===== config.mk =====
export PLATFORM = sky130hd
export DESIGN_NAME = alu_exec_unit
export DESIGN_NICKNAME = d
export VERILOG_FILES = /design/src/rtl/alu_pkg.sv /design/src/rtl/alu_exec_unit_mdu_iter.sv /design/src/rtl/alu_exec_unit.sv
export SDC_FILE = /design/constraint.sdc
export NUM_CORES = 1
export LEC_CHECK = 0
export ABC_AREA = 1
export CORE_UTILIZATION = 30
export CTS_BUF_LIST = sky130_fd_sc_hd__clkbuf_16
export DETAILED_ROUTE_END_ITERATION = 7
export SLEW_MARGIN = 20
export SYNTH_ARGS = -nofsm -noshare
export SYNTH_HDL_FRONTEND = slang
export SYNTH_SLANG_ARGS = --single-unit

===== constraint.sdc =====
create_clock -name clk -period 5.4 [get_ports clk]
set_clock_uncertainty 0.1 [all_clocks]
set_input_delay 1.08 -clock clk [delete_from_list [all_inputs] [get_ports clk]]
set_output_delay 1.08 -clock clk [all_outputs]
set_load 0.005 [all_outputs]

===== src/rtl/alu_pkg.sv =====
// Shared types and constants for the execute-stage ALU and its iterative multiply/divide unit.
package alu_pkg;

  localparam logic [6:0] OPC_ARITH     = 7'b0110011;
  localparam logic [6:0] OPC_ARITH_IMM = 7'b0010011;
  localparam logic [6:0] FUNCT7_BASE   = 7'b0000000;
  localparam logic [6:0] FUNCT7_ALT    = 7'b0100000;
  localparam logic [6:0] FUNCT7_MULDIV = 7'b0000001;

  typedef enum logic [4:0] {
    AluAdd, AluSub, AluSll, AluSlt, AluSltu, AluXor, AluSrl, AluSra, AluOr, AluAnd,
    AluBeq, AluBne, AluBlt, AluBge, AluBltu, AluBgeu,
    AluMul, AluMulh, AluMulhsu, AluMulhu, AluDiv, AluDivu, AluRem, AluRemu,
    AluPassB
  } alu_op_e;

  typedef enum logic [1:0] {StIdle, StMul, StDiv, StDone} state_e;

  function automatic logic is_mul_op(alu_op_e op);
    return op inside {AluMul, AluMulh, AluMulhsu, AluMulhu};
  endfunction

  function automatic logic is_div_op(alu_op_e op);
    return op inside {AluDiv, AluDivu, AluRem, AluRemu};
  endfunction

endpackage


===== src/rtl/alu_exec_unit_mdu_iter.sv =====
// Iterative RV32M/RV64M multiply/divide: one shift-add or shift-subtract step per cycle on
// operand magnitudes, sign fixup applied to the final step's output.
module mdu_iter
  import alu_pkg::*;
#(
  parameter int unsigned XLEN = 32
) (
  input  logic            clk,
  input  logic            reset_n,
  input  logic            start,
  input  alu_op_e         op,
  input  logic [XLEN-1:0] a,
  input  logic [XLEN-1:0] b,
  output logic            done,
  output logic [XLEN-1:0] result
);

  localparam int unsigned CntW = $clog2(XLEN);

  logic            busy_q, busy_d;
  logic [CntW-1:0] cnt_q, cnt_d;
  logic            is_div_q, is_div_d;
  logic            sel_hi_q, sel_hi_d;
  logic            neg_q, neg_d;
  logic [XLEN-1:0] hi_q, hi_d, lo_q, lo_d, mag_q, mag_d;

  logic            a_signed, b_signed, neg_a, neg_b;
  logic [XLEN-1:0] mag_a, mag_b;
  logic [XLEN:0]   mul_sum, div_shift, div_diff;
  logic            div_ok;
  logic [XLEN-1:0] step_hi, step_lo, div_val;
  logic [2*XLEN-1:0] prod, prod_fix;

  always_comb begin
    a_signed = op inside {AluMulh, AluMulhsu, AluDiv, AluRem};
    b_signed = op inside {AluMulh, AluDiv, AluRem};
    neg_a    = a_signed & a[XLEN-1];
    neg_b    = b_signed & b[XLEN-1];
    mag_a    = neg_a ? -a : a;
    mag_b    = neg_b ? -b : b;
  end

  // hi/lo hold {accumulator, multiplier} for MUL and {remainder, quotient} for DIV.
  always_comb begin
    mul_sum   = {1'b0, hi_q} + (lo_q[0] ? {1'b0, mag_q} : '0);
    div_shift = {hi_q, lo_q[XLEN-1]};
    div_diff  = div_shift - {1'b0, mag_q};
    div_ok    = ~div_diff[XLEN];
    if (is_div_q) begin
      step_hi = div_ok ? div_diff[XLEN-1:0] : div_shift[XLEN-1:0];
      step_lo = {lo_q[XLEN-2:0], div_ok};
    end else begin
      step_hi = mul_sum[XLEN:1];
      step_lo = {mul_sum[0], lo_q[XLEN-1:1]};
    end
  end

  always_comb begin
    prod     = {step_hi, step_lo};
    prod_fix = neg_q ? -prod : prod;
    div_val  = sel_hi_q ? step_hi : step_lo;
    if (is_div_q) begin
      result = neg_q ? -div_val : div_val;
    end else begin
      result = sel_hi_q ? prod_fix[2*XLEN-1:XLEN] : prod_fix[XLEN-1:0];
    end
    done = busy_q && (cnt_q == '0);
  end

  always_comb begin
    busy_d   = busy_q;
    cnt_d    = cnt_q;
    is_div_d = is_div_q;
    sel_hi_d = sel_hi_q;
    neg_d    = neg_q;
    hi_d     = hi_q;
    lo_d     = lo_q;
    mag_d    = mag_q;
    if (start) begin
      busy_d   = 1'b1;
      cnt_d    = CntW'(XLEN - 1);
      is_div_d = is_div_op(op);
      sel_hi_d = op inside {AluMulh, AluMulhsu, AluMulhu, AluRem, AluRemu};
      neg_d    = op inside {AluRem, AluRemu} ? neg_a : (neg_a ^ neg_b);
      hi_d     = '0;
      lo_d     = is_div_op(op) ? mag_a : mag_b;
      mag_d    = is_div_op(op) ? mag_b : mag_a;
    end else if (busy_q) begin
      hi_d  = step_hi;
      lo_d  = step_lo;
      cnt_d = cnt_q - 1'b1;
      if (cnt_q == '0) begin
        busy_d = 1'b0;
      end
    end
  end

  always_ff @(posedge clk or negedge reset_n) begin
    if (!reset_n) begin
      busy_q   <= 1'b0;
      cnt_q    <= '0;
      is_div_q <= 1'b0;
      sel_hi_q <= 1'b0;
      neg_q    <= 1'b0;
      hi_q     <= '0;
      lo_q     <= '0;
      mag_q    <= '0;
    end else begin
      busy_q   <= busy_d;
      cnt_q    <= cnt_d;
      is_div_q <= is_div_d;
      sel_hi_q <= sel_hi_d;
      neg_q    <= neg_d;
      hi_q     <= hi_d;
      lo_q     <= lo_d;
      mag_q    <= mag_d;
    end
  end

endmodule


===== src/rtl/alu_exec_unit.sv =====
// Execute-stage ALU: ALU-control decode, single-cycle RV32I ALU, branch compare, and the
// handshake FSM around the iterative multiply/divide unit.
module alu_exec_unit
  import alu_pkg::*;
#(
  parameter int unsigned XLEN   = 32,
  parameter bit          MDU_EN = 1'b1
) (
  input  logic            clk,
  input  logic            reset_n,
  input  logic            in_valid,
  output logic            in_ready,
  input  logic [31:0]     inst,
  input  logic [1:0]      alu_ctrl_op,
  input  logic [XLEN-1:0] op_a,
  input  logic [XLEN-1:0] op_b,
  output logic            out_valid,
  input  logic            out_ready,
  output logic [XLEN-1:0] result,
  output logic            bcond,
  output logic            illegal,
  output logic            busy
);

  localparam int unsigned ShW = $clog2(XLEN);

  state_e          state_q, state_d;
  logic [XLEN-1:0] result_q, result_d;
  logic            bcond_q, bcond_d;
  logic            illegal_q, illegal_d;

  logic [6:0]      opcode, funct7;
  logic [2:0]      funct3;
  alu_op_e         dec_op;
  logic            dec_illegal;
  logic [ShW-1:0]  shamt;
  logic [XLEN-1:0] diff, alu_res, spec_res, mdu_result;
  logic            lt_s, lt_u, eq, alu_bcond;
  logic            is_mul, is_div, div_zero, div_ovf, div_special;
  logic            mdu_start, mdu_done;
  logic            unused_inst_bits;

  assign opcode = inst[6:0];
  assign funct3 = inst[14:12];
  assign funct7 = inst[31:25];
  assign unused_inst_bits = ^{inst[24:15], inst[11:7]};

  always_comb begin
    dec_op      = AluAdd;
    dec_illegal = 1'b0;
    unique case (alu_ctrl_op)
      2'b00: dec_op = AluAdd;
      2'b01: begin
        case (funct3)
          3'b000:  dec_op = AluBeq;
          3'b001:  dec_op = AluBne;
          3'b100:  dec_op = AluBlt;
          3'b101:  dec_op = AluBge;
          3'b110:  dec_op = AluBltu;
          3'b111:  dec_op = AluBgeu;
          default: dec_illegal = 1'b1;
        endcase
      end
      2'b10: begin
        if (opcode == OPC_ARITH && funct7 == FUNCT7_MULDIV) begin
          if (MDU_EN) begin
            dec_op = alu_op_e'(5'(AluMul) + 5'(funct3));
          end else begin
            dec_illegal = 1'b1;
          end
        end else if (opcode == OPC_ARITH && funct7 == FUNCT7_ALT) begin
          case (funct3)
            3'b000:  dec_op = AluSub;
            3'b101:  dec_op = AluSra;
            default: dec_illegal = 1'b1;
          endcase
        end else if ((opcode == OPC_ARITH && funct7 == FUNCT7_BASE) || opcode == OPC_ARITH_IMM) begin
          case (funct3)
            3'b000:  dec_op = AluAdd;
            3'b001:  dec_op = AluSll;
            3'b010:  dec_op = AluSlt;
            3'b011:  dec_op = AluSltu;
            3'b100:  dec_op = AluXor;
            // Only the immediate form reaches here with inst[30] possibly set.
            3'b101:  dec_op = inst[30] ? AluSra : AluSrl;
            3'b110:  dec_op = AluOr;
            default: dec_op = AluAnd;
          endcase
        end else begin
          dec_illegal = 1'b1;
        end
      end
      default: dec_op = AluPassB;
    endcase
  end

  always_comb begin
    shamt     = op_b[ShW-1:0];
    diff      = op_a - op_b;
    lt_s      = $signed(op_a) < $signed(op_b);
    lt_u      = op_a < op_b;
    eq        = op_a == op_b;
    alu_res   = '0;
    alu_bcond = 1'b0;
    case (dec_op)
      AluAdd:   alu_res = op_a + op_b;
      AluSub:   alu_res = diff;
      AluSll:   alu_res = op_a << shamt;
      AluSlt:   alu_res = {{(XLEN-1){1'b0}}, lt_s};
      AluSltu:  alu_res = {{(XLEN-1){1'b0}}, lt_u};
      AluXor:   alu_res = op_a ^ op_b;
      AluSrl:   alu_res = op_a >> shamt;
      AluSra:   alu_res = $signed(op_a) >>> shamt;
      AluOr:    alu_res = op_a | op_b;
      AluAnd:   alu_res = op_a & op_b;
      AluPassB: alu_res = op_b;
      AluBeq:   begin alu_res = diff; alu_bcond = eq;    end
      AluBne:   begin alu_res = diff; alu_bcond = !eq;   end
      AluBlt:   begin alu_res = diff; alu_bcond = lt_s;  end
      AluBge:   begin alu_res = diff; alu_bcond = !lt_s; end
      AluBltu:  begin alu_res = diff; alu_bcond = lt_u;  end
      AluBgeu:  begin alu_res = diff; alu_bcond = !lt_u; end
      default:  alu_res = '0;
    endcase
    if (dec_illegal) begin
      alu_res   = '0;
      alu_bcond = 1'b0;
    end
  end

  // Divide-by-zero and signed overflow bypass the iteration and finish in one cycle.
  always_comb begin
    is_mul      = !dec_illegal && is_mul_op(dec_op);
    is_div      = !dec_illegal && is_div_op(dec_op);
    div_zero    = op_b == '0;
    div_ovf     = (op_a == {1'b1, {(XLEN-1){1'b0}}}) && (op_b == '1) &&
                  (dec_op inside {AluDiv, AluRem});
    div_special = is_div && (div_zero || div_ovf);
    if (dec_op inside {AluDiv, AluDivu}) begin
      spec_res = div_zero ? '1 : op_a;
    end else begin
      spec_res = div_zero ? op_a : '0;
    end
  end

  mdu_iter #(
    .XLEN(XLEN)
  ) u_mdu_iter (
    .clk    (clk),
    .reset_n(reset_n),
    .start  (mdu_start),
    .op     (dec_op),
    .a      (op_a),
    .b      (op_b),
    .done   (mdu_done),
    .result (mdu_result)
  );

  always_comb begin
    state_d   = state_q;
    result_d  = result_q;
    bcond_d   = bcond_q;
    illegal_d = illegal_q;
    mdu_start = 1'b0;
    unique case (state_q)
      StIdle: begin
        if (in_valid) begin
          if ((is_mul || is_div) && !div_special) begin
            mdu_start = 1'b1;
            state_d   = is_mul ? StMul : StDiv;
            bcond_d   = 1'b0;
            illegal_d = 1'b0;
          end else begin
            state_d   = StDone;
            result_d  = div_special ? spec_res : alu_res;
            bcond_d   = alu_bcond;
            illegal_d = dec_illegal;
          end
        end
      end
      StMul, StDiv: begin
        if (mdu_done) begin
          state_d  = StDone;
          result_d = mdu_result;
        end
      end
      StDone: begin
        if (out_ready) begin
          state_d = StIdle;
        end
      end
      default: state_d = StIdle;
    endcase
  end

  always_ff @(posedge clk or negedge reset_n) begin
    if (!reset_n) begin
      state_q   <= StIdle;
      result_q  <= '0;
      bcond_q   <= 1'b0;
      illegal_q <= 1'b0;
    end else begin
      state_q   <= state_d;
      result_q  <= result_d;
      bcond_q   <= bcond_d;
      illegal_q <= illegal_d;
    end
  end

  assign in_ready  = reset_n && (state_q == StIdle);
  assign out_valid = state_q == StDone;
  assign busy      = state_q inside {StMul, StDiv};
  assign result    = result_q;
  assign bcond     = bcond_q;
  assign illegal   = illegal_q;

endmodule

Word level (Yosys, flattened, before mapping)
Index checks and enable logic that the tools add are counted.
- $add $sub $neg: 10
- order comparisons: 2
- eq/ne operators: 47
- shift-type cells: 3
- muxes and demuxes: 60
- bitwise gates (word level): 7
- reductions and logical operators: 44
- operator list (operator ; number):
    32-bit two-way mux ; 24
    32-bit case mux with 11 select lines ; 1
    32-bit negation ; 3
    32-bit == test, second input constant ; 2
    32-bit < comparator ; 2
    64-bit two-way mux ; 1
    64-bit negation ; 1
    32-bit case mux with 2 select lines ; 1
    5-bit == test, second input constant ; 9
    5-bit by 4-bit == test with 1-bit output, second input constant ; 8
    32-bit by 33-bit adder with 33-bit output ; 1
    33-bit by 32-bit subtractor with 33-bit output ; 1
    32-bit adder ; 1
    32-bit AND ; 1
    32-bit == test ; 1
    32-bit logical NOT ; 1
    32-bit bitwise OR ; 1
    32-bit by 5-bit left shift with 32-bit output ; 1
    32-bit by 5-bit >> shifter with 32-bit output ; 1
    32-bit by 5-bit >>> shifter with 32-bit output ; 1
    32-bit subtractor ; 1
    32-bit XOR ; 1
    4-bit case mux with 7 select lines ; 1
    4-bit case mux with 6 select lines ; 1
    other kinds (44) ; 107
- register bits after elaboration: 141
- input bits: 102
- output and inout bits: 37
- logic and storage cells: 185

Depth between registers and ports, before layout
- depth in word-level cells: 18
- gate-level depth with buffers: 37
- depth with buffers taken out: 37

Cells and area by module
A second synthesis with hierarchy kept.
- cells, all modules: 5431
- area, all modules: 29602.1 µm²
- by module, submodules not included (module ; times used ; cells an instance ; area each (µm²) ; sequential area each (µm²)):
    mdu_iter ; 1 ; 2922 ; 16479.6 ; 2627.5
    alu_exec_unit ; 1 ; 2509 ; 13122.6 ; 900.9

Least setup slack after synthesis
OpenSTA, ideal clock, no wires.
- path type: input port to flip-flop
- start point: in op_b[1]
- end point: reg u_mdu_iter.lo_q[29]
- library setup time: 0.124 ns
- arrival time: 4.603 ns
- data required time: 5.176 ns
- path slack: 0.574 ns
- stages on the path: 24
- path buffers: 5
- cell sequence: clkbuf_1 > inv_1 > clkbuf_1 > clkbuf_1 > buf_1 > ha_1 > nand2_1 > nor2_1 > nand3_1 > nor3_2 > nand2_1 > nor3_2 > nand3_1 > nor2_1 > nand3_1 > nor2_1 > nand2_1 > o21ai_2 > o21ai_0 > nand2_2 > inv_1 > buf_2 > o31ai_1 > nor2_1
- cells in the longest elaborated chain, start to end: 11
- elaborated cells between the ends (all ways): 16
- classes of those cells: add/sub (1); eq/ne (1); mux (6); reduce/logical (8)
- RTL lines (item ; RTL line ; RTL):
    start: declaration ; alu_exec_unit.sv:16 ; input logic [XLEN-1:0] op_b,
    branches (longest 11 deep; another with 32-bit negation) ; n/a ;
    end signal: assignment ; alu_exec_unit_mdu_iter.sv:115 ; lo_q <= lo_d;
    end: declaration ; alu_exec_unit_mdu_iter.sv:25 ; logic [XLEN-1:0] hi_q, hi_d, lo_q, lo_d, mag_q, mag_d;
Parallel ways; which one is timed is not known.
A chain may end at the register's enable or synchronous reset.

Worst setup path after layout
- start point: reg u_mdu_iter.mag_q[27]
- end point: reg result_q[2] (netlist: result[2])
- cells in the longest elaborated chain, start to end: 9
- elaborated cells between the ends (all ways): 14
- classes of those cells: add/sub (3); mux (10); bitwise (1)
- RTL lines (item ; RTL line ; RTL):
    start: declaration ; alu_exec_unit_mdu_iter.sv:25 ;
    start signal: assignment ; alu_exec_unit_mdu_iter.sv:116 ; mag_q <= mag_d;
    33-bit by 32-bit subtractor with 33-bit output (*) ; alu_exec_unit_mdu_iter.sv:47 ; div_diff = div_shift - {1'b0, mag_q};
    32-bit two-way mux / 1-bit NOT (equally long branches) ; alu_exec_unit_mdu_iter.sv:50, alu_exec_unit_mdu_iter.sv:48 ;
    32-bit two-way mux ; alu_exec_unit_mdu_iter.sv:49 ; if (is_div_q) begin
    64-bit negation / 32-bit two-way mux (equally long branches) ; alu_exec_unit_mdu_iter.sv:60, alu_exec_unit_mdu_iter.sv:61 ;
    64-bit two-way mux / 32-bit negation (equally long branches) ; alu_exec_unit_mdu_iter.sv:60, alu_exec_unit_mdu_iter.sv:63 ;
    32-bit two-way mux (on tied branches) ; alu_exec_unit_mdu_iter.sv:65, alu_exec_unit_mdu_iter.sv:63 ;
    32-bit two-way mux (*) ; alu_exec_unit_mdu_iter.sv:62 ; if (is_div_q) begin
    32-bit two-way mux (*) ; alu_exec_unit.sv:182 ; if (mdu_done) begin
    32-bit case mux with 2 select lines (*) ; alu_exec_unit.sv:165 ; unique case (state_q)
    end signal: assignment ; alu_exec_unit.sv:204 ; result_q <= result_d;
    end: declaration ; alu_exec_unit.sv:28 ; logic [XLEN-1:0] result_q, result_d;
Every way passes the cells marked *; elsewhere a longest branch is shown, timed or not. The select of a mux whose other input is x is not followed.

==> impl_metrics.py <==
metrics = {
    "clock_tree": {
        "numCtsBuffers": 17,
        "cts_max_path_buffers": 2,
        "cts_sinks": 141,
        "cts_tree": "built",
        "postCtsHoldBufs": 0,
        "clk_latency_ns": 0.48,
        "cts.reportedPaths.clkPinSlew_ns": 0.08,
        "htreeDepth": 4,
        "root_buffer": "clkbuf_16",
    },
    "timing": {
        "finalSetupViolCount": 0,
        "slew_headroom_pct": 14.9,
        "finalSetupTns_ns": 0,
        "max_freq_mhz": 194,
        "min_period_ns": 5.16,
        "fin_crit_sh_pct": 95.5,
        "timing.hold.ws_ns": 0.390,
        "worst_pin_slew_ns": 1.26,
        "slew_viol_final": 0,
        "hold_viol": 0,
    },
    "logic_synthesis": {
        "synthFlopType": "dfrtp_1",
        "synth_compound_area_share_pct": 21.8,
        "yosysUniqueCellTypes": 73,
        "synth_area_leader_cell": "nand2_1",
        "synth_edf_count": 0,
        "synth_warnings": 0,
        "netlist_top_cells_count": "1482 x nand2_1, 656 x inv_1, 622 x nor2_1, 451 x o21ai_0, 441 x nand3_1",
        "avgSynthCellArea_um2": 5.42,
        "synthTopCellsByArea": "nand2_1 19%, dfrtp_1 12%, inv_1 8.6%",
        "synth_area_mm2": 0.0286,
        "syn_inst": 5282,
        "synthXorXnorAreaFrac_pct": 2.82,
        "muxShareOfSynthArea_pct": 0.468,
        "synth_adder_area_share_pct": 7.84,
        "synth_most_common_cell": "nand2_1",
        "ys_seq_area_share_pct": 12.3,
        "synth_fp_nets": 5561,
        "synth-seq-cells": 141,
        "ys_async_sr_fraction_pct": 100,
        "yosys.area_share.simple_pct": 42.4,
        "yosys.area.top_type_share_pct": 19.4,
        "synth_top_family_by_area": "simple AND/OR/NAND/NOR gates",
    },
    "detailed_routing": {
        "first_pass_iters": 5,
        "first_iter_violations": 4459,
        "wire_per_inst_um": 25.5,
        "drc": 0,
        "vias": 37749,
        "wl_um": 174000,
        "routed_via_density": 5.53,
        "ant_nets": 0,
    },
    "floorplan": {
        "start_util_pct": 30.5,
        "die_h_um": 311,
        "core_mm2": 0.0939,
        "die_area_mm2": 0.0966,
        "rows": 112,
        "ioPinCount": 139,
        "dieWidth_um": 311,
    },
    "pwr": {
        "p_leak_nw": 17.5,
        "power.share.sequential_pct": 26.8,
        "switching_share_pct": 44.3,
        "p_int_mw": 2.19,
        "peakVddDrop_mv": 0.202,
        "pwr-share-comb_pct": 41.3,
        "p_per_area_mw_per_mm2": 116,
        "clockPowerShare_pct": 31.9,
        "power_mw": 3.94,
        "switchingPower_mw": 1.74,
    },
    "critical_path": {
        "slowest_stage": "ha_1",
        "timing.reg2reg.setup_slack_ns": 0.24,
        "worstPathRequired_ns": 5.66,
        "worst-setup-path-type": "flop to flop",
        "path_max_fanout": 7,
        "worstReg2RegStart": "u_mdu_iter.mag_q[27]$_DFFE_PN0P_",
        "reg2reg_depth": 33,
        "r2r_end": "result[2]$_DFFE_PN0P_",
        "cpPeakStageDelay_ns": 0.40,
        "crit_arrival_ns": 5.42,
        "crit_path_start_kind": "flop",
        "cp_common_cell": "nand2_1",
        "cp-end-kind": "flop",
    },
    "placement": {
        "io_buffers": 123,
        "gp_congestion": 1.08,
        "place_hpwl_um": 145000,
        "post-place-cells": 6796,
    },
    "run": {
        "drv_cap": 0,
    },
    "hold_path": {
        "hp-start": "result[16]$_DFFE_PN0P_",
        "min_to": "result[16]$_DFFE_PN0P_",
        "min_path_type": "flop to flop",
        "hold_depth": 2,
    },
    "global_routing": {
        "grt_max_degree": 74,
        "grt_pass1_wl_um": 249000,
        "grt.overflow.total": 0,
        "antenna_found_initial": 8,
        "grt_pass1_vias": 35655,
        "grtUsageTotal_pct": 35.0,
    },
    "layout": {
        "fin_cells": 6830,
        "final_nets": 5841,
        "syn_to_final_growth_pct": 18.8,
        "drive_gt1_share_pct": 10.1,
    },
    "run_status": {
        "status": "finished, final reports clean",
    },
}
[sequential cells by signal, indices dropped and copies added (netlist names), 2 cells and up]
register / flops
result: 32
u_mdu_iter.hi_q: 32
u_mdu_iter.lo_q: 32
u_mdu_iter.mag_q: 32
u_mdu_iter.cnt_q: 5
state_q: 2
[through the flow]
step	util, %	worst slack, ns	cell area, um2
3_3_place_gp	35.4	0.255	33300
5_1_grt	36.2	-0.0253	34000
3_5_place_dp	35.4	0.238	33300
2_1_floorplan	-	0.574	28600
4_1_cts	36.1	0.212	33900
6_report	36.2	0.240	34000
[cells in the final DEF, fill, tap and decap left out, types with 15 or more instances in the layout]
| master | synthesis | final |
|---|---|---|
| o21bai_1 | 36 | 36 |
| o22ai_1 | 57 | 57 |
| a22oi_1 | 15 | 15 |
| nand2_2 | 34 | 35 |
| nand2_1 | 1482 | 1481 |
| or2_2 | 29 | 29 |
| o21ai_1 | 21 | 23 |
| nor4_1 | 18 | 18 |
| ha_1 | 173 | 167 |
| o21ai_0 | 451 | 449 |
| o211ai_1 | 69 | 69 |
| dfrtp_1 | 141 | 138 |
| nor3_1 | 64 | 64 |
| a21oi_1 | 348 | 348 |
| inv_1 | 656 | 653 |
| inv_2 | 16 | 19 |
| o21a_1 | 21 | 21 |
| nor2_1 | 622 | 619 |
| buf_4 | 5 | 355 |
| nand3_1 | 441 | 440 |
| clkdlybuf4s50_1 | 0 | 119 |
| nor2_2 | 13 | 15 |
| a31oi_1 | 22 | 22 |
| clkbuf_16 | 0 | 17 |
| nand3b_1 | 31 | 31 |
| xor2_1 | 84 | 84 |
| nand4_1 | 63 | 63 |
[how the worst max path moves through the flow]
stage                                          start                               to  slack [ns]  cells after the start
finish              u_mdu_iter.mag_q[27]$_DFFE_PN0P_            result[2]$_DFFE_PN0P_        0.24                     33
global route        u_mdu_iter.mag_q[27]$_DFFE_PN0P_            result[2]$_DFFE_PN0P_       -0.03                     33
floorplan                                    op_b[1]  u_mdu_iter.lo_q[29]$_DFFE_PN0P_        0.57                     24
CTS                 u_mdu_iter.mag_q[19]$_DFFE_PN0P_            result[2]$_DFFE_PN0P_        0.21                     32
global placement    u_mdu_iter.mag_q[29]$_DFFE_PN0P_           result[26]$_DFFE_PN0P_        0.25                     30
detailed placement  u_mdu_iter.mag_q[23]$_DFFE_PN0P_           result[26]$_DFFE_PN0P_        0.24                     32
[power groups by stage]
| stage | registers [mW] | logic (mW) | clock network, mW |
|---|---|---|---|
| 2_1_floorplan | 1.08 | 0.784 | 0 |
| 3_3_place_gp | 1.08 | 1.59 | 0 |
| 3_5_place_dp | 1.08 | 1.57 | 0 |
| 4_1_cts | 1.06 | 1.58 | 1.27 |
| 5_1_grt | 1.05 | 1.73 | 1.32 |
| 6_report | 1.06 | 1.63 | 1.26 |
[logic make-up after synthesis]
logic type,Yosys count
compound gates,1107
xor+xnor,92
fa+ha+maj,177
buf+inv,905
flops,141
mux,13
simple gates,2847
[metal layers]
metal / part of all wire, % / track usage (%) / up-vias
met5: 0.031 / 0 / -
met4: 7.5 / 22.8 / 8
met3: 7.6 / 5.08 / 370
met2: 45 / 56.9 / 1796
met1: 40 / 43.2 / 17689
li1: - / - / 17886
[cell type report]
cell class	count	area, um2
timing repair buffer	487	4060
multi-input combinational	4236	21700
clock buffer	17	425
sequential	141	3530
tap	1254	1570
antenna	1	2.50
inverter	679	2550
fill	10851	59900
clock inverter	15	191
[what timing repair did]
action                                  in CTS  in global routing
resized for setup                            0                 17
buffers inserted                             0                  1
endpoints found under the setup margin       0                 11
[worst max-delay path, delay by kind of cell, from the launching register on]
family                     cells  cell delay [ns]
AOI/OAI and AO/OA              3             0.51
adders and majority gates      2             0.59
buffers and inverters          7             0.84
and+or+nand+nor               21             2.66
DFF                            1             0.36
Power figures use the tool's default switching activity.
